<file path="src/rtl/riscv_pkg.sv">
// Shared core definitions: default register file geometry and the
// register file sequencer state encoding.
package riscv_pkg;

    localparam int XLEN_DEFAULT  = 32;
    localparam int NREGS_DEFAULT = 32;
    localparam int AW_DEFAULT    = $clog2(NREGS_DEFAULT);

    typedef logic [AW_DEFAULT-1:0] reg_addr_t;

    typedef enum logic {
        RF_CLEAR = 1'b0,
        RF_RUN   = 1'b1
    } rf_state_e;

endpackage

</file>
<file path="src/rtl/rf_scoreboard.sv">
// Pending-write bit per register: set by decode, cleared by writeback,
// with a new producer (set) taking priority over a retiring one (clear).
module rf_scoreboard
    import riscv_pkg::*;
#(
    parameter int NREGS = NREGS_DEFAULT,
    parameter int NRD   = 2,
    parameter int AW    = $clog2(NREGS)
) (
    input  logic              clk,
    input  logic              rst,
    input  logic              set_en,
    input  logic [AW-1:0]     set_addr,
    input  logic              clr_en,
    input  logic [AW-1:0]     clr_addr,
    input  logic [NRD*AW-1:0] look_addr,
    output logic [NRD-1:0]    look_pend
);

    logic [NREGS-1:0] sb;
    logic [NREGS-1:0] sb_next;

    always_comb begin
        sb_next = sb;
        if (clr_en) begin
            sb_next[clr_addr] = 1'b0;
        end
        if (set_en) begin
            sb_next[set_addr] = 1'b1;
        end
    end

    always_ff @(posedge clk) begin
        if (rst) begin
            sb <= '0;
        end else begin
            sb <= sb_next;
        end
    end

    always_comb begin
        look_pend = '0;
        for (int i = 0; i < NRD; i++) begin
            look_pend[i] = sb[look_addr[i*AW +: AW]];
        end
    end

endmodule

</file>
<file path="src/rtl/reg_file_mp.sv">
// Multi-read-port register file with write bypass, a reset-time clearing
// sequencer and a per-register pending-write scoreboard.
module reg_file_mp
    import riscv_pkg::*;
#(
    parameter int XLEN     = XLEN_DEFAULT,
    parameter int NREGS    = NREGS_DEFAULT,
    parameter int NRD      = 2,
    parameter int ZERO_REG = 1,
    parameter int BYPASS   = 1,
    localparam int AW      = $clog2(NREGS)
) (
    input  logic                clk,
    input  logic                rst,
    output logic                init_busy,
    input  logic [NRD*AW-1:0]   rs_addr,
    output logic [NRD*XLEN-1:0] rs_data,
    output logic [NRD-1:0]      rs_pending,
    input  logic                RegWrite,
    input  logic [AW-1:0]       rd_addr,
    input  logic [XLEN-1:0]     rd_data,
    input  logic                sb_set,
    input  logic [AW-1:0]       sb_addr
);

    localparam logic [AW:0] LAST_IDX = (AW+1)'(NREGS - 1);

    rf_state_e        state;
    rf_state_e        state_next;
    logic [AW:0]      cnt;
    logic [AW:0]      cnt_next;
    logic             clr_we;
    logic             run;
    logic             wr_run;
    logic             wr_keep;
    logic             set_keep;
    logic [NRD-1:0]   sb_pend;
    logic [XLEN-1:0]  regs [NREGS];

    always_comb begin
        state_next = state;
        cnt_next   = cnt;
        clr_we     = 1'b0;
        case (state)
            RF_CLEAR: begin
                clr_we   = 1'b1;
                cnt_next = cnt + (AW+1)'(1);
                if (cnt == LAST_IDX) begin
                    state_next = RF_RUN;
                end
            end
            RF_RUN: begin
                state_next = RF_RUN;
            end
            default: begin
                state_next = RF_CLEAR;
            end
        endcase
    end

    always_ff @(posedge clk) begin
        if (rst) begin
            state <= RF_CLEAR;
            cnt   <= '0;
        end else begin
            state <= state_next;
            cnt   <= cnt_next;
        end
    end

    assign run       = (state == RF_RUN);
    assign init_busy = ~run;
    assign wr_run    = RegWrite && run;
    assign wr_keep   = wr_run && !((ZERO_REG != 0) && (rd_addr == '0));
    assign set_keep  = sb_set && run && !((ZERO_REG != 0) && (sb_addr == '0));

    // Storage has no reset; the sequencer zeroes it one entry per cycle.
    always_ff @(posedge clk) begin
        if (clr_we) begin
            regs[cnt[AW-1:0]] <= '0;
        end else if (wr_keep) begin
            regs[rd_addr] <= rd_data;
        end
    end

    rf_scoreboard #(
        .NREGS (NREGS),
        .NRD   (NRD),
        .AW    (AW)
    ) u_sb (
        .clk       (clk),
        .rst       (rst),
        .set_en    (set_keep),
        .set_addr  (sb_addr),
        .clr_en    (wr_keep),
        .clr_addr  (rd_addr),
        .look_addr (rs_addr),
        .look_pend (sb_pend)
    );

    for (genvar i = 0; i < NRD; i++) begin : g_port
        logic [AW-1:0] addr;
        logic          is_zero;
        logic          hit;

        assign addr    = rs_addr[i*AW +: AW];
        assign is_zero = (ZERO_REG != 0) && (addr == '0);
        assign hit     = (BYPASS != 0) && wr_run && (rd_addr == addr);

        assign rs_data[i*XLEN +: XLEN] = (!run || is_zero) ? '0 :
                                         hit               ? rd_data :
                                                             regs[addr];
        // A producer writing back this cycle is no longer outstanding.
        assign rs_pending[i] = run && !is_zero && !hit && sb_pend[i];
    end

endmodule
</file>
<file path="config.mk">
export PLATFORM = sky130hd
export DESIGN_NAME = reg_file_mp
export DESIGN_NICKNAME = d
export VERILOG_FILES = /design/src/rtl/riscv_pkg.sv /design/src/rtl/rf_scoreboard.sv /design/src/rtl/reg_file_mp.sv
export SDC_FILE = /design/constraint.sdc
export NUM_CORES = 1
export LEC_CHECK = 0
export ABC_CLOCK_PERIOD_IN_PS = 10890
export BUFFER_PORTS_ARGS = -buffer_cell sky130_fd_sc_hd__buf_4
export CAP_MARGIN = 10
export CORE_ASPECT_RATIO = 0.5
export CORE_MARGIN = 2
export CORE_UTILIZATION = 55
export CTS_BUF_LIST = sky130_fd_sc_hd__clkbuf_4
export DETAILED_ROUTE_END_ITERATION = 12
export GPL_TIMING_DRIVEN = 0
export PLACE_DENSITY_LB_ADDON = 0.2
export SYNTH_ARGS = -nofsm -noshare
export SYNTH_HDL_FRONTEND = slang
export SYNTH_HIERARCHICAL = 1
export SYNTH_SLANG_ARGS = --single-unit
</file>
<file path="constraint.sdc">
create_clock -name clk -period 10.89 [get_ports clk]
set_clock_uncertainty 0.2 [all_clocks]
set_input_delay 2.178 -clock clk [delete_from_list [all_inputs] [get_ports clk]]
set_output_delay 2.178 -clock clk [all_outputs]
set_load 0.01 [all_outputs]
</file>
==> metrics.md <==
| Metric | Value |
|---|---|
| Clock Tree Root | clkbuf_4 |
| Worst slew margin relative to its limit | 12.92% |
| Final hold violation count | 0 |
| Via count of the routed design | around 36000 |
| I/O pin total | roughly 120 |
| Via count of the first global-routing pass | 34490 |
| Number of antenna violations at the first check in global routing | 11 |
| Post-synth EDFFs | 1024 |
| Maximum number of pins on one net before global-route repair | 33 |
| Part of the power in combinational logic | 9.1% |
| Summed instance area of the synthesized netlist | a little over 50000 um^2 |
| Overall die width | 436.3 um |
| Most used DFF post-synth | edfxtp_1 |
| Ratio of cells with drive above 1 in the final layout | 29.54% |
| Critical register-to-register path startpoint | run |
| Cell area reported after detailed placement | about 55000 um^2 |
| Number of hold-repair buffers added at the cts stage | 0 |
| Highest achievable clock rate | 0.1172 GHz |
| Growth of design area from synthesis to finish | 13.37% |
| Start point of the critical path | rs_addr[4] |
| Non-Filler Cell Area, Final | between 50000 and 60000 um^2 |
| Clk sinks | around 1100 |
| Final routed wirelength across all metal layers | 178900 um |
| Element type at the critical path start | input port |
| CTS clk-pin slew, worst paths | around 0.07 ns |
| Power Internal | ~6.3 mW |
| Post-DP HPWL | approximately 120000 um |
| Nets | ~3500 |
| Bufs on Longest Clock Path | 3 |
| DRC marker count from the first detailed-route iteration | slightly above 6000 |
| End of the worst register-to-register path | regs[15][17] |
| Synthesis-stage register bit count | 1063 |
| Count of endpoints failing setup in the final report | 0 |
| Sequential Power Share | 53.2% |
| Max Cap Viol | 0 |
| Total power per unit cell area | 144.4 nW/um^2 |
| Period utilisation layout | 78.36% |
| Detailed-router iteration count before antenna repair | 6 |
| RSZ-0062 raised after global routing | false |
| Post-layout min period | 8.534 ns |
| H-tree lvl count | 4 |
| Worst EP required | 8.51 ns |
| Hold path start | cnt[5] |
| Total track usage | 36.86% |
| R2R depth | 6 |
| Peak supply drop | 118.0 uV |
| Source-to-sink clock delay at the later pin of the worst-skew pair | 1.25 ns |
| Post-synthesis cell count | just over 3000 |
| CTS tree | yes |
| # rows | 79 |
| Initial cell density of the core | 55.37% |
| Height of the die | roughly 220 um |
| Hold path cells | 2 |
| Endpoint, Worst Hold | cnt[5] |
| Pwr Total | 8.414 mW |
| CTS resizes | 0 |
| Leakage component of the power | 21.34 nW |
| Clock network fraction of total power | around 38% |
| RD Place Congestion | 1.008 |
| Reg2Reg Setup Slack | 7.15 ns |
| CTS Buf Count | 230 |
| Endpoint arrival time on the critical path | 6.16 ns |
| Net load switching power | 2.160 mW |
| Area of the die | about 96000 um^2 |
| Count of pins over their slew limit | 0 |
| Hold WC Path Type | flip-flop to flip-flop |
| Fraction of registers with async set/reset | 0% |
| Outcome | completed |
| Number of library cell types mapped by synthesis | 58 |
| Count of port buffers added during placement | between 100 and 150 |
| Drt wl/cell | about 36 um |
| Post-DRT Antenna Nets | 0 |
| Global-route wire length before repair | 247000 um |
| Total gr overflow | 0 |
| Switching fraction of total power | 25.67% |
| Crit path max fanout | 10 |
| Number of fill cells in the layout | 6739 |
| Number of remaining DRC errors | 0 |
| Slew at the pin closest to its max-slew limit | 1.306 ns |
| Syn Nets | 3137 |
| Synthesized area per cell | ~17 um^2 |
| CP Class | input port to output pin |
| Buffers inserted by post-CTS timing repair | 0 |
| Via-to-Cell Ratio | 7.220 |
| Final-layout setup total negative slack | 0 ns |
| Synth warnings | 6 |
| Core outline area | 92820 um^2 |
| Seq/Total Area, Yosys | approximately 61% |
| Worst Setup End Kind | output pin |
cells by family (layout without fill, tap and decap cells):
family                     Yosys count  in the layout  synth area share [%]
AOI/OAI and AO/OA                  764            764                 11.17
xor gates and xnor gates            13             13                0.2215
adders and majority gates            1              1               0.02434
buffers and inverters              257            853                 2.904
DFF                               1063           1063                 61.35
muxes                              771            771                 22.22
other                                0              9                     0
and+or+nand+nor                    211            211                 2.106
power groups by stage:
stage                     Sequential (mW)  Clock, mW  Combinational (mW)
final                                4.48       3.18               0.763
after global routing                 4.48       3.36               0.775
after CTS                            4.47       3.15               0.733
after detailed placement             4.57          0               0.731
after global placement               4.57          0               0.705
after floorplan                      4.56          0               0.452
synthesized netlist by cell type (4+ instances only):
library cell,count,area (um^2)
a211o_1,31,271.5
a21boi_0,4,30.03
a21boi_1,27,202.7
a21oi_1,175,875.8
a221o_1,31,310.3
a221oi_1,127,1112
a221oi_2,59,885.9
a22oi_1,102,765.7
and2_1,34,212.7
and3_1,4,25.02
buf_1,6,22.52
buf_2,60,300.3
buf_4,36,270.3
buf_6,38,427.9
clkbuf_1,106,397.9
dfxtp_1,39,780.8
edfxtp_1,1024,30750
inv_1,7,26.28
mux2i_1,475,4755
mux4_2,296,6666
nand2_1,53,198.9
nand3_1,13,65.06
nand3b_1,5,37.54
nor2_1,54,202.7
nor2b_1,7,43.79
nor3_1,7,35.03
nor3b_1,4,30.03
o21ai_0,86,430.4
o21ai_1,44,220.2
o21bai_1,31,232.7
o22a_1,31,271.5
xnor2_1,12,105.1
worst max-delay path by stage:
stage,to,cells after the start
after floorplan,rs_data[10],7
after global placement,rs_data[19],9
after detailed placement,rs_data[19],9
after CTS,rs_data[19],9
after global routing,rs_data[19],9
final,rs_data[20],9
per-layer routing:
layer  vias up  GRT usage, %  wire length (um)  share of wire, %
met3       474         16.38             29220                16
met1     18270         49.64             66570                37
met2      2910         52.55             76110                43
li1      14000             -                 -                 -
met4         6         15.01              6915               3.9
met5         -             0                35             0.020
registers in the layout (all words and copies together), names as in the netlist:
signal	count
run	1
regs	1024
u_sb/sb	32
cnt	6
placed cells by master (no fill, tap or decap), types with 27 or more instances in the layout:
cell / synthesis / final
a211o_1: 31 / 31
clkbuf_4: 0 / 352
o22a_1: 31 / 31
a21oi_1: 175 / 173
a221oi_1: 127 / 127
a21boi_1: 27 / 27
a221o_1: 31 / 31
clkbuf_1: 106 / 106
edfxtp_1: 1024 / 1024
a22oi_1: 102 / 102
mux2i_1: 475 / 475
buf_4: 36 / 157
and2_1: 34 / 31
nand2_1: 53 / 53
mux4_2: 296 / 296
nor2_4: 0 / 32
buf_6: 38 / 38
clkinv_1: 0 / 49
a221oi_2: 59 / 59
o21ai_1: 44 / 44
o21ai_0: 86 / 86
o21bai_1: 31 / 31
buf_12: 2 / 29
dfxtp_1: 39 / 39
buf_2: 60 / 60
final cells by class:
cell class	count	area [um^2]	area share (%)
flip-flops and latches	1063	31530	54.11
multi-input cells	1760	18620	31.96
clock buffers	352	2643	4.535
repair buffers	178	2062	3.539
well taps	1255	1570	2.695
plain buffers	248	1459	2.504
clock inverters	66	325.3	0.5583
inverters	9	33.78	0.05798
diodes	9	22.52	0.03865
critical path, stage by stage:
cell	delay (ns)
buf_4	0.12
clkbuf_1	0.89
xnor2_1	0.20
nand4_1	0.18
o211ai_1	0.77
clkbuf_1	0.74
a21oi_1	0.40
a211o_1	0.46
buf_4	0.18
metrics by stage:
step                      setup slack [ns]  std cells  utilization (%)  hold WS, ns
after global routing                 2.557       4937            62.77       0.3324
final                                2.356       4940            62.78       0.2925
after floorplan                      4.779       3080                -       0.2479
after CTS                            2.659       4909            62.33       0.2920
after global placement               2.715       4456            58.04       0.2619
after detailed placement             2.670       4491            59.13       0.2839
(Power assumes the default switching activity.)
